`config.mk`:
```
export PLATFORM = sky130hd
export DESIGN_NAME = seg7_capture
export DESIGN_NICKNAME = d
export VERILOG_FILES = /design/src/rtl/seg7_capture.sv
export SDC_FILE = /design/constraint.sdc
export NUM_CORES = 1
export LEC_CHECK = 0
export ABC_AREA = 1
export CORE_UTILIZATION = 45
export DETAILED_ROUTE_END_ITERATION = 10
export PLACE_DENSITY_LB_ADDON = 0.08
export SYNTH_ARGS = -nofsm -noshare
export SYNTH_HDL_FRONTEND = slang
export SYNTH_SLANG_ARGS = --single-unit
```
`constraint.sdc`:
```
create_clock -name clk -period 2 [get_ports clk]
set_input_delay 0.3 -clock clk [delete_from_list [all_inputs] [get_ports clk]]
set_output_delay 0.3 -clock clk [all_outputs]
set_load 0.1 [all_outputs]
```
`src/rtl/seg7_capture.sv`:
```
// seg7_capture: settles a synchronised seven-segment bus, decodes it to a hex digit and flags blank/illegal patterns.
module seg7_capture #(
  parameter int STABLE_CYCLES = 4,
  parameter int ERR_W         = 8,
  parameter bit ACTIVE_LOW    = 1'b0
) (
  input  logic             clk,
  input  logic             reset,
  input  logic [6:0]       segments,
  input  logic             clear_err,
  output logic [3:0]       digit,
  output logic             digit_valid,
  output logic             blank,
  output logic             new_digit,
  output logic             err,
  output logic [ERR_W-1:0] err_count
);
  localparam int CW = $clog2(STABLE_CYCLES + 1) + 1;
  typedef enum logic {SETTLE, LOCKED} state_t;
  state_t state, state_n;
  logic [6:0] s1, s2, s_prev;
  logic [CW-1:0] cnt, cnt_n;
  logic commit, legal, same;
  logic [3:0] value;
  assign same = s2 == s_prev;
  always_comb begin
    legal = 1'b1;
    value = 4'h0;
    case (s2)
      7'h7E: value = 4'h0;
      7'h30: value = 4'h1;
      7'h6D: value = 4'h2;
      7'h79: value = 4'h3;
      7'h33: value = 4'h4;
      7'h5B: value = 4'h5;
      7'h5F: value = 4'h6;
      7'h70: value = 4'h7;
      7'h7F: value = 4'h8;
      7'h7B: value = 4'h9;
      7'h77: value = 4'hA;
      7'h1F: value = 4'hB;
      7'h4E: value = 4'hC;
      7'h3D: value = 4'hD;
      7'h4F: value = 4'hE;
      7'h47: value = 4'hF;
      default: legal = 1'b0;
    endcase
  end
  // A change always restarts the count at 1 so the commit lands STABLE_CYCLES+2 edges after the input moved
  always_comb begin
    state_n = state;
    cnt_n = cnt;
    commit = 1'b0;
    if (state == SETTLE) begin
      cnt_n = same ? cnt + 1'b1 : CW'(1);
      if (cnt_n >= CW'(STABLE_CYCLES)) begin
        commit = 1'b1;
        state_n = LOCKED;
      end
    end else if (!same) begin
      state_n = SETTLE;
      cnt_n = CW'(1);
    end
  end
  always_ff @(posedge clk or posedge reset) begin
    if (reset) begin
      s1 <= '0;
      s2 <= '0;
      s_prev <= '0;
      cnt <= '0;
      state <= SETTLE;
    end else begin
      s1 <= ACTIVE_LOW ? ~segments : segments;
      s2 <= s1;
      s_prev <= s2;
      cnt <= cnt_n;
      state <= state_n;
    end
  end
  always_ff @(posedge clk or posedge reset) begin
    if (reset) begin
      digit <= '0;
      digit_valid <= 1'b0;
      blank <= 1'b0;
      new_digit <= 1'b0;
      err <= 1'b0;
      err_count <= '0;
    end else begin
      new_digit <= 1'b0;
      err <= 1'b0;
      if (commit) begin
        digit_valid <= legal;
        blank <= s2 == 7'h00;
        if (legal) begin
          digit <= value;
          new_digit <= !digit_valid || value != digit;
        end
        err <= !legal && s2 != 7'h00;
      end
      if (clear_err)
        err_count <= '0;
      else if (commit && !legal && s2 != 7'h00 && err_count != '1)
        err_count <= err_count + 1'b1;
    end
  end
endmodule

```
==> results of run 1 <==
metrics by stage:
step | instances | hold WS (ps) | utilization [%]
3_3_place_gp | 337 | 331.8 | 54.64
2_1_floorplan | 261 | 331.2 | -
5_1_grt | 344 | 359.6 | 57.16
6_report | 344 | 351.0 | 57.16
3_5_place_dp | 337 | 334.7 | 54.64
4_1_cts | 344 | 352.0 | 57.16
final timing paths:
check / from / endpoint / slack [ps]
worst min register to register: s1[6]$_DFF_PP0_ / s2[6]$_DFF_PP0_ / 350
max in group asynchronous: reset / err_count[2]$_DFFE_PP0P_ / 1430
worst max register to register: s2[0]$_DFF_PP0_ / err_count[2]$_DFFE_PP0P_ / 210
min in group asynchronous: reset / s1[4]$_DFF_PP0_ / 360
worst min-delay path: s1[6]$_DFF_PP0_ / s2[6]$_DFF_PP0_ / 350
worst max-delay path: s2[0]$_DFF_PP0_ / err_count[2]$_DFFE_PP0P_ / 210
power by group through the flow:
stage | Clock (mW) | Combinational [mW] | Sequential, mW
global placement | 0 | 0.121 | 0.906
detailed placement | 0 | 0.121 | 0.907
global route | 0.729 | 0.136 | 0.893
finish | 0.674 | 0.119 | 0.890
floorplan | 0 | 0.0801 | 0.905
CTS | 0.690 | 0.122 | 0.890
area by class of cell:
| cell class | instances | area [sq um] |
|---|---|---|
| inverter | 30 | 112.6 |
| clock inverter | 1 | 30.03 |
| clock buffer | 6 | 82.58 |
| timing repair buffer | 26 | 230.2 |
| tap | 52 | 65.06 |
| multi-input combinational | 187 | 978.4 |
| sequential | 42 | 1059 |
| fill | 417 | 1917 |
worst register-to-register path: stages (launching register included):
cell and delay (ps):
sky130_fd_sc_hd__dfrtp_1 460, sky130_fd_sc_hd__nand2_1 190, sky130_fd_sc_hd__nor2_1 80, sky130_fd_sc_hd__nand2_1 110, sky130_fd_sc_hd__nand2_1 80, sky130_fd_sc_hd__nor2_1 150
sky130_fd_sc_hd__nand2_2 110, sky130_fd_sc_hd__nor2_4 180, sky130_fd_sc_hd__nand3_4 140, sky130_fd_sc_hd__nand3_1 100, sky130_fd_sc_hd__nand2_1 60
cell families after synthesis:
| logic type | count (synthesis) |
|---|---|
| and+or+nand+nor | 164 |
| xor gates and xnor gates | 12 |
| AOI/OAI and AO/OA | 9 |
| buffers and inverters | 32 |
| adders and majority gates | 2 |
| DFF | 42 |
flip-flops by register name (all words and copies together), names as in the netlist:
| name | count |
|---|---|
| err | 1 |
| err_count | 8 |
| new_digit | 1 |
| s1 | 7 |
| s2 | 7 |
| digit_valid | 1 |
| cnt | 4 |
| digit | 4 |
| state | 1 |
| blank | 1 |
| s_prev | 7 |
layout by cell type (no fill, tap or decap):
cell type,synthesis,routed
sky130_fd_sc_hd__nand2_1,84,84
sky130_fd_sc_hd__dfrtp_1,42,36
sky130_fd_sc_hd__nor2_1,30,30
sky130_fd_sc_hd__inv_1,24,24
sky130_fd_sc_hd__nand3_1,22,22
sky130_fd_sc_hd__buf_4,0,16
sky130_fd_sc_hd__nand4_1,11,11
sky130_fd_sc_hd__clkdlybuf4s50_1,0,9
sky130_fd_sc_hd__xor2_1,7,7
sky130_fd_sc_hd__inv_2,6,6
sky130_fd_sc_hd__o21ai_0,6,6
sky130_fd_sc_hd__clkbuf_8,0,6
sky130_fd_sc_hd__dfrtp_2,0,6
sky130_fd_sc_hd__nor2_2,5,5
sky130_fd_sc_hd__xnor2_1,5,5
sky130_fd_sc_hd__nor2_4,3,3
sky130_fd_sc_hd__nor3_1,2,2
sky130_fd_sc_hd__nand2_2,2,2
sky130_fd_sc_hd__nor2_8,2,2
sky130_fd_sc_hd__ha_1,2,2
sky130_fd_sc_hd__nand3_2,1,1
sky130_fd_sc_hd__o211ai_4,1,1
sky130_fd_sc_hd__nand3b_2,1,1
sky130_fd_sc_hd__o21ai_4,1,1
sky130_fd_sc_hd__nand3_4,1,1
sky130_fd_sc_hd__o21a_1,1,1
sky130_fd_sc_hd__bufinv_16,0,1
sky130_fd_sc_hd__buf_12,0,1
layer usage:
layer	part of all wire, %	vias up
li1	-	877
met1	50	772
met2	45	25
met3	2.8	5
met4	1.4	0
met5	0	-
==> flow_metrics.env, run 1 <==
export IMPL_outcome="finished clean"
export IMPL_synth_edf_count=0
export IMPL_cts_htree_levels=2
export IMPL_main_combinational_cell_family_by_area_after_synthesis="simple AND/OR/NAND/NOR gates"
export IMPL_drc_errors=0
export IMPL_synth_async_reset_ratio_pct=100.0
export IMPL_power_sequential_fraction_pct=52.9
export IMPL_cts_sinks=42
export IMPL_post_dp_hpwl_mm=2.867
export IMPL_fin_nets=304
export IMPL_critical_path_slowest_cell="sky130_fd_sc_hd__dfrtp_1"
export IMPL_gr_max_usage_layer="met2"
export IMPL_ir_worst_vdd_v=0.0004547
export IMPL_hold_path_cell_count=0
export IMPL_drt_first_pass_iters=6
export IMPL_combPwrFrac_pct=7.1
export IMPL_setup_viol=0
export IMPL_via_count_of_the_first_global_routing_pass=1637
export IMPL_route_vias_total=1679
export IMPL_critPathBufInv=0
export IMPL_clock_latency_on_the_worst_skew_pair_ps=290
export IMPL_max_stage_delay_ps=460
export IMPL_synthAdderAreaFrac_pct=1.163
export IMPL_clockPowerShare_pct=40.1
export IMPL_final_hold_violation_count=0
export IMPL_syn_area_sq_um=2151
export IMPL_post_cts_setup_buffer_count=0
export IMPL_overflow=0
export IMPL_worst_path_max_fanout=8
export IMPL_detailed_place_area_sq_um=2445
export IMPL_gp_routability_congestion=0.8706
export IMPL_coreArea_sq_um=4474
export IMPL_finClkSkew_ps=7.421
export IMPL_total_routing_usage_gr_pct=18.43
export IMPL_crit_family="simple AND/OR/NAND/NOR gates"
export IMPL_gr_usage_met3_pct=4.274
export IMPL_cts_tree="yes"
export IMPL_post_route_min_period_ps=1789
export IMPL_critical_path_endpoint_type="flip-flop"
export IMPL_critical_path_class="reg -> reg"
export IMPL_count_of_mapped_cells_out_of_synthesis=261
export IMPL_worstSetupStartpointType="flip-flop"
export IMPL_net_switching_power_uw=367.9
export IMPL_initial_antenna_violation_count=0
export IMPL_vias_per_cell=4.881
export IMPL_required_time_reported_for_the_critical_path_endpoint_ps=2170
export IMPL_slew_at_the_pin_closest_to_its_max_slew_limit_ps=437.3
export IMPL_cts_root_buffer="sky130_fd_sc_hd__clkbuf_8"
export IMPL_maximum_number_of_pins_on_one_net_before_global_route_repair=43
export IMPL_timing_hold_worst_class="reg -> reg"
export IMPL_cap_viol_max_count=0
export IMPL_holdBufCountCts=0
export IMPL_floorplan_die_width_um=71.14
export IMPL_crit_cells=10
export IMPL_power_per_cell_area_nw_per_um2=658.0
export IMPL_portBuffers=25
export IMPL_use_met2_pct=30.24
export IMPL_synth_area_mux_share_pct=0
export IMPL_compound_cell_area_share_of_the_yosys_netlist_pct=3.490
export IMPL_synth_yosys_seq_area_share_pct=48.87
export IMPL_power_leakage_nw=1.396
export IMPL_cts_made_buffers=5
export IMPL_yosys_area_share_xor_xnor_pct=4.887
export IMPL_synth_main_ff_cell="sky130_fd_sc_hd__dfrtp_1"
export IMPL_critPathMostFrequentCell="sky130_fd_sc_hd__nand2_1"
export IMPL_drt_wl_total_mm=3.939
export IMPL_post_synth_cell_area_avg_sq_um=8.241
export IMPL_cell_by_cell_trace_of_the_critical_path="nand2_1 -> nor2_1 -> nand2_1 -> nand2_1 -> nor2_1 -> nand2_2 -> nor2_4 -> nand3_4 -> nand3_1 -> nand2_1"
export IMPL_final_setup_worst_slack_ps=211.0
export IMPL_yosysWarningCount=0
export IMPL_net_count_after_synthesis=273
export IMPL_maxSlewHeadroom_pct=70.81
export IMPL_total_power_mw=1.683
export IMPL_rsz0062_at_grt="no"
export IMPL_internal_power_mw=1.315
export IMPL_starting_utilization_of_the_core_area_pct=48.07
export IMPL_post_synth_top_count_cell="sky130_fd_sc_hd__nand2_1"
export IMPL_synth_largest_area_cell="sky130_fd_sc_hd__dfrtp_1"
export IMPL_post_synth_most_frequent_cells="sky130_fd_sc_hd__nand2_1, sky130_fd_sc_hd__dfrtp_1, sky130_fd_sc_hd__nor2_1"
export IMPL_synth_top_cell_area_share_pct=48.87
export IMPL_worst_reg_to_reg_path_cell_count=10
export IMPL_grt_met1_usage_pct=24.00
export IMPL_tns_ps=0
export IMPL_post_synth_and_or_nand_nor_area_fraction_pct=35.95
export IMPL_detailedPlace_worstSlack_ps=242.2
export IMPL_pin_count=26
export IMPL_detailedRoute_firstIterationViolations=97
export IMPL_report_final_slew_viol_count=0
export IMPL_num_antenna_cells=0
export IMPL_post_route_cells_drive_above_1_share_pct=18.15
export IMPL_rows=24
export IMPL_synthDistinctLibCells=24
export IMPL_flow_area_growth_from_synthesis_pct=18.91
export IMPL_power_switching_fraction_pct=21.86
export IMPL_die_area_sq_um=5060
export IMPL_post_cts_resized=0
export IMPL_cts_buffer_depth=2
export IMPL_final_area_sq_um=2557
export IMPL_grt_pass1_wl_mm=7.141
export IMPL_wl_per_cell_um=11.45
export IMPL_cp_arrival_ps=1960
export IMPL_final_period_utilization_pct=89.45
export IMPL_achievable_frequency_mhz=559.0
export IMPL_synth_area_leaders="sky130_fd_sc_hd__dfrtp_1, sky130_fd_sc_hd__nand2_1, sky130_fd_sc_hd__nor2_1"
export IMPL_cts_clk_slew_worst_paths_ps=80
export IMPL_antenna_left=0
export IMPL_synth_seq_cells=42
export IMPL_die_y_um=71.14
(Power assumes the default switching activity.)
==> run 2: changes to the inputs <==
Settings changed: CELL_PAD_IN_SITES_DETAIL_PLACEMENT set to 2, CELL_PAD_IN_SITES_GLOBAL_PLACEMENT set to 2, CORE_UTILIZATION 45 to 33, SKIP_LAST_GASP set to 1.
==> flow_metrics.env, run 2 (same netlist as run 1, synthesis figures left out) <==
export IMPL_worst_reg_to_reg_path_cell_count=10
export IMPL_flow_area_growth_from_synthesis_pct=20.77
export IMPL_post_cts_setup_buffer_count=0
export IMPL_cp_arrival_ps=2030
export IMPL_slew_at_the_pin_closest_to_its_max_slew_limit_ps=627.3
export IMPL_critPathBufInv=0
export IMPL_setup_viol=0
export IMPL_clockPowerShare_pct=40.1
export IMPL_maximum_number_of_pins_on_one_net_before_global_route_repair=28
export IMPL_post_dp_hpwl_mm=4.183
export IMPL_power_leakage_nw=1.384
export IMPL_num_antenna_cells=0
export IMPL_ir_worst_vdd_v=0.0003280
export IMPL_final_hold_violation_count=0
export IMPL_critical_path_endpoint_type="flip-flop"
export IMPL_largest_register="err_count"
export IMPL_cap_viol_max_count=0
export IMPL_r2r_slack_ps=160
export IMPL_mostFrequentLayoutCell="sky130_fd_sc_hd__nand2_1"
export IMPL_ff_latch_area_sq_um=1061
export IMPL_power_switching_fraction_pct=24.30
export IMPL_max_stage_delay_ps=470
export IMPL_rsz0062_at_grt="no"
export IMPL_combPwrFrac_pct=7.5
export IMPL_net_switching_power_uw=413.3
export IMPL_cts_made_buffers=5
export IMPL_grt_pass1_wl_mm=9.101
export IMPL_gp_routability_congestion=0.8271
export IMPL_timing_rr_start="s2[2]$_DFF_PP0_"
export IMPL_final_period_utilization_pct=92.14
export IMPL_critical_path_class="reg -> reg"
export IMPL_critical_path_slowest_cell="sky130_fd_sc_hd__dfrtp_1"
export IMPL_worstSetupStartpointType="flip-flop"
export IMPL_fin_nets=304
export IMPL_via_count_of_the_first_global_routing_pass=1844
export IMPL_total_power_mw=1.701
export IMPL_tns_ps=0
export IMPL_vias_per_cell=4.881
export IMPL_timing_hold_worst_class="in -> async"
export IMPL_pin_count=26
export IMPL_wl_per_cell_um=14.71
export IMPL_post_route_cells_drive_above_1_share_pct=19.80
export IMPL_required_time_reported_for_the_critical_path_endpoint_ps=2190
export IMPL_power_per_cell_area_nw_per_um2=654.8
export IMPL_drt_first_pass_iters=4
export IMPL_cts_tree="yes"
export IMPL_overflow=0
export IMPL_rows=29
export IMPL_total_routing_usage_gr_pct=18.10
export IMPL_die_y_um=82.73
export IMPL_finClkSkew_ps=4.741
export IMPL_coreArea_sq_um=6314
export IMPL_multi_input_comb_area_sq_um=983.4
export IMPL_initial_antenna_violation_count=0
export IMPL_worst_path_max_fanout=8
export IMPL_detailedRoute_firstIterationViolations=35
export IMPL_cell_by_cell_trace_of_the_critical_path="nand2_1 -> nor2_1 -> nand2_1 -> nand2_1 -> nor2_2 -> nand2_2 -> nor2_4 -> nand3_4 -> nand3_1 -> nand2_1"
export IMPL_largest_register_ff_count=8
export IMPL_portBuffers=25
export IMPL_final_fill_count=751
export IMPL_cts_clk_slew_worst_paths_ps=80
export IMPL_achievable_frequency_mhz=542.6
export IMPL_crit_cells=10
export IMPL_cts_buffer_depth=2
export IMPL_drc_errors=0
export IMPL_layout_core_utilization_pct=41.14
export IMPL_floorplan_die_width_um=82.73
export IMPL_drt_wl_total_mm=5.443
export IMPL_startpoint="s2[2]$_DFF_PP0_"
export IMPL_outcome="finished clean"
export IMPL_internal_power_mw=1.287
export IMPL_starting_utilization_of_the_core_area_pct=34.07
export IMPL_die_area_sq_um=6844
export IMPL_clock_latency_on_the_worst_skew_pair_ps=300
export IMPL_crit_family="simple AND/OR/NAND/NOR gates"
export IMPL_cts_sinks=42
export IMPL_maxSlewHeadroom_pct=57.92
export IMPL_mostFrequentLayoutCells="sky130_fd_sc_hd__nand2_1, sky130_fd_sc_hd__dfrtp_1, sky130_fd_sc_hd__nor2_1"
export IMPL_cts_root_buffer="sky130_fd_sc_hd__clkbuf_8"
export IMPL_setup_worst_path_end="err_count[3]$_DFFE_PP0P_"
export IMPL_r2r_end="err_count[3]$_DFFE_PP0P_"
export IMPL_antenna_left=0
export IMPL_route_vias_total=1806
export IMPL_cts_htree_levels=2
export IMPL_post_route_min_period_ps=1843
export IMPL_critPathMostFrequentCell="sky130_fd_sc_hd__nand2_1"
export IMPL_report_final_slew_viol_count=0
export IMPL_power_sequential_fraction_pct=52.5
-- run 2: stage by stage --
step	area, sq um	worst slack [ps]	hold WS (ps)	cells
final	2597	157.2	311.2	370
after floorplan	2158	109.9	331.2	261
after global placement	2476	201.6	331.6	362
after global routing	2597	5.861	331.2	370
after CTS	2590	118.7	313.1	370
after detailed placement	2476	138.5	336.2	362
-- run 2: layer usage --
metal / up-vias / share of wire [%] / GRT usage, %
li1: 883 / - / -
met1: 901 / 46 / 22.91
met2: 17 / 51 / 31.07
met3: 5 / 2.2 / 3.956
met4: 0 / 1.2 / 4.655
met5: - / 0 / 0
-- run 2: repair_timing --
action                     4_1_cts  5_1_grt
setup endpoints to repair        0        8
resized for setup                0        4
hold buffers                     0        0
-- run 2: power by group through the flow --
stage          registers (mW)  clock network [mW]  logic [mW]
4_1_cts                 0.893               0.706       0.131
3_3_place_gp            0.907                   0       0.125
5_1_grt                 0.897               0.741       0.144
3_5_place_dp            0.909                   0       0.129
6_report                0.893               0.681       0.127
2_1_floorplan           0.905                   0      0.0801
-- run 2: layout make-up --
class,instances,area share [%]
Multi-Input combinational cell,187,37.86
Timing Repair Buffer,26,8.863
Tap cell,77,3.709
Sequential cell,42,40.85
Clock buffer,5,2.649
Inverter,30,4.335
Clock inverter,3,1.734
-- run 2: how the worst min path moves through the flow --
stage,to,cells after the start
global route,s1[5]$_DFF_PP0_,2
CTS,s1[5]$_DFF_PP0_,2
detailed placement,s2[5]$_DFF_PP0_,0
floorplan,s2[0]$_DFF_PP0_,0
global placement,s2[6]$_DFF_PP0_,0
finish,s1[5]$_DFF_PP0_,2
==> run 3: changes to the inputs <==
Settings changed: GPL_TIMING_DRIVEN set to 0.
==> flow_metrics.env, run 3 (same netlist as run 1, synthesis figures left out) <==
export IMPL_outcome="finished clean"
export IMPL_cp_arrival_ps=1630
export IMPL_pin_count=26
export IMPL_clock_latency_on_the_worst_skew_pair_ps=300
export IMPL_cts_clk_slew_worst_paths_ps=80
export IMPL_total_power_mw=1.695
export IMPL_cts_sinks=42
export IMPL_critical_path_slowest_cell="sky130_fd_sc_hd__clkdlybuf4s15_1"
export IMPL_detailedRoute_firstIterationViolations=53
export IMPL_cts_buffer_depth=2
export IMPL_final_area_sq_um=2629
export IMPL_worstSetupStartpointType="flip-flop"
export IMPL_post_cts_setup_buffer_count=0
export IMPL_grt_pass1_wl_mm=8.763
export IMPL_power_per_cell_area_nw_per_um2=644.8
export IMPL_via_count_of_the_first_global_routing_pass=1881
export IMPL_drt_first_pass_iters=2
export IMPL_post_route_min_period_ps=1928
export IMPL_cell_by_cell_trace_of_the_critical_path="clkdlybuf4s15_1"
export IMPL_dpl_cell_count=364
export IMPL_finClkSkew_ps=3.448
export IMPL_floorplan_die_width_um=82.73
export IMPL_hold_ws_ps=291.8
export IMPL_critical_path_endpoint_type="output pin"
export IMPL_final_instance_count_excl_fill=372
export IMPL_achievable_frequency_mhz=518.8
export IMPL_required_time_reported_for_the_critical_path_endpoint_ps=1700
export IMPL_overflow=0
export IMPL_mostFrequentLayoutCell="sky130_fd_sc_hd__nand2_1"
export IMPL_ir_worst_vdd_v=0.0003545
export IMPL_portBuffers=25
export IMPL_slew_at_the_pin_closest_to_its_max_slew_limit_ps=955.9
export IMPL_worst_path_max_fanout=5
export IMPL_wl_per_cell_um=13.88
export IMPL_maxSlewHeadroom_pct=36.53
export IMPL_largest_register="err_count"
export IMPL_critical_path_class="reg -> out"
export IMPL_cts_tree="yes"
export IMPL_max_stage_delay_ps=860
export IMPL_report_final_slew_viol_count=0
export IMPL_maximum_number_of_pins_on_one_net_before_global_route_repair=28
export IMPL_coreArea_sq_um=6314
export IMPL_final_period_utilization_pct=96.38
export IMPL_final_hold_violation_count=0
export IMPL_drc_errors=0
export IMPL_detailed_place_area_sq_um=2525
export IMPL_mostFrequentLayoutCells="sky130_fd_sc_hd__nand2_1, sky130_fd_sc_hd__dfrtp_1, sky130_fd_sc_hd__nor2_1"
export IMPL_power_leakage_nw=1.436
export IMPL_crit_family="buffers and inverters"
export IMPL_cap_viol_max_count=0
export IMPL_cts_root_buffer="sky130_fd_sc_hd__clkbuf_8"
export IMPL_num_antenna_cells=0
export IMPL_rows=29
export IMPL_antenna_left=0
export IMPL_setup_viol=0
export IMPL_cts_made_buffers=5
export IMPL_initial_antenna_violation_count=0
export IMPL_detailedPlace_worstSlack_ps=90.76
export IMPL_vias_per_cell=4.785
export IMPL_total_routing_usage_gr_pct=17.33
export IMPL_rsz0062_at_grt="yes"
export IMPL_die_area_sq_um=6844
export IMPL_final_setup_worst_slack_ps=72.44
export IMPL_route_vias_total=1780
export IMPL_critPathBufInv=1
export IMPL_starting_utilization_of_the_core_area_pct=34.07
export IMPL_fin_nets=306
export IMPL_crit_cells=1
export IMPL_drt_wl_total_mm=5.162
export IMPL_flow_area_growth_from_synthesis_pct=22.22
export IMPL_timing_hold_worst_class="in -> async"
export IMPL_gp_routability_congestion=0.7380
export IMPL_die_y_um=82.73
export IMPL_post_route_cells_drive_above_1_share_pct=14.24
export IMPL_worst_reg_to_reg_path_cell_count=8
export IMPL_cts_htree_levels=2
export IMPL_post_dp_hpwl_mm=3.985
export IMPL_largest_register_ff_count=8
[run 3: cell count changes in the layout (fill, tap and decap cells not counted), sizes merged]
cell / previous run / this run
clkbuf: 5 / 6
clkinv: 1 / 0
clkdlybuf4s15: 0 / 1
dlygate4sd2: 0 / 15
buf: 17 / 2
inv: 29 / 30
[run 3: repair_timing]
| action | in CTS | in global routing |
|---|---|---|
| hold buffers | 0 | 0 |
| setup endpoints to repair | 16 | 14 |
| gates resized for setup | 16 | 4 |
[run 3: path summary, 6_finish.rpt]
| kind | from | endpoint | slack [ps] |
|---|---|---|---|
| hold / removal | reset | s1[5]$_DFF_PP0_ | 290 |
| min in group clk | s1[5]$_DFF_PP0_ | s2[5]$_DFF_PP0_ | 350 |
| setup / recovery | err_count[6]$_DFFE_PP0P_ | err_count[6] | 70 |
| hold reg to reg | s1[5]$_DFF_PP0_ | s2[5]$_DFF_PP0_ | 350 |
| max in group asynchronous | reset | err_count[4]$_DFFE_PP0P_ | 1230 |
| setup reg to reg | s2[5]$_DFF_PP0_ | err_count[5]$_DFFE_PP0P_ | 170 |
[run 3: area by class of cell]
cell class	instances	area, sq um
Tap cell	77	96.34
Clock inverter	3	45.04
Buffer	2	8.758
Inverter	30	112.6
Fill cell	737	3685
Timing Repair Buffer	26	251.5
Sequential cell	42	1060
Clock buffer	5	68.82
Multi-Input combinational cell	187	985.9
[run 3: power breakdown]
part           leakage [nW]  internal (mW)  switching (mW)  total, mW
clock network        0.0504          0.371           0.305      0.677
registers             0.522          0.871          0.0207      0.891
logic                 0.863         0.0458          0.0812      0.127
[run 3: stage by stage]
stage	util [%]	setup TNS, ps
after global routing	41.64	-2.382
after CTS	41.48	0
after detailed placement	39.99	0
final	41.64	0
after floorplan	-	0
after global placement	39.68	-9696
[run 3: layer usage]
layer / wire, um / vias to the layer above / part of all wire (%) / global-route usage [%]
met4: 61 / 0 / 1.2 / 5.172
li1: - / 886 / - / -
met2: 2524 / 16 / 49 / 29.34
met1: 2471 / 872 / 48 / 22.27
met5: 0 / - / 0 / 0
met3: 103 / 6 / 2.0 / 3.297
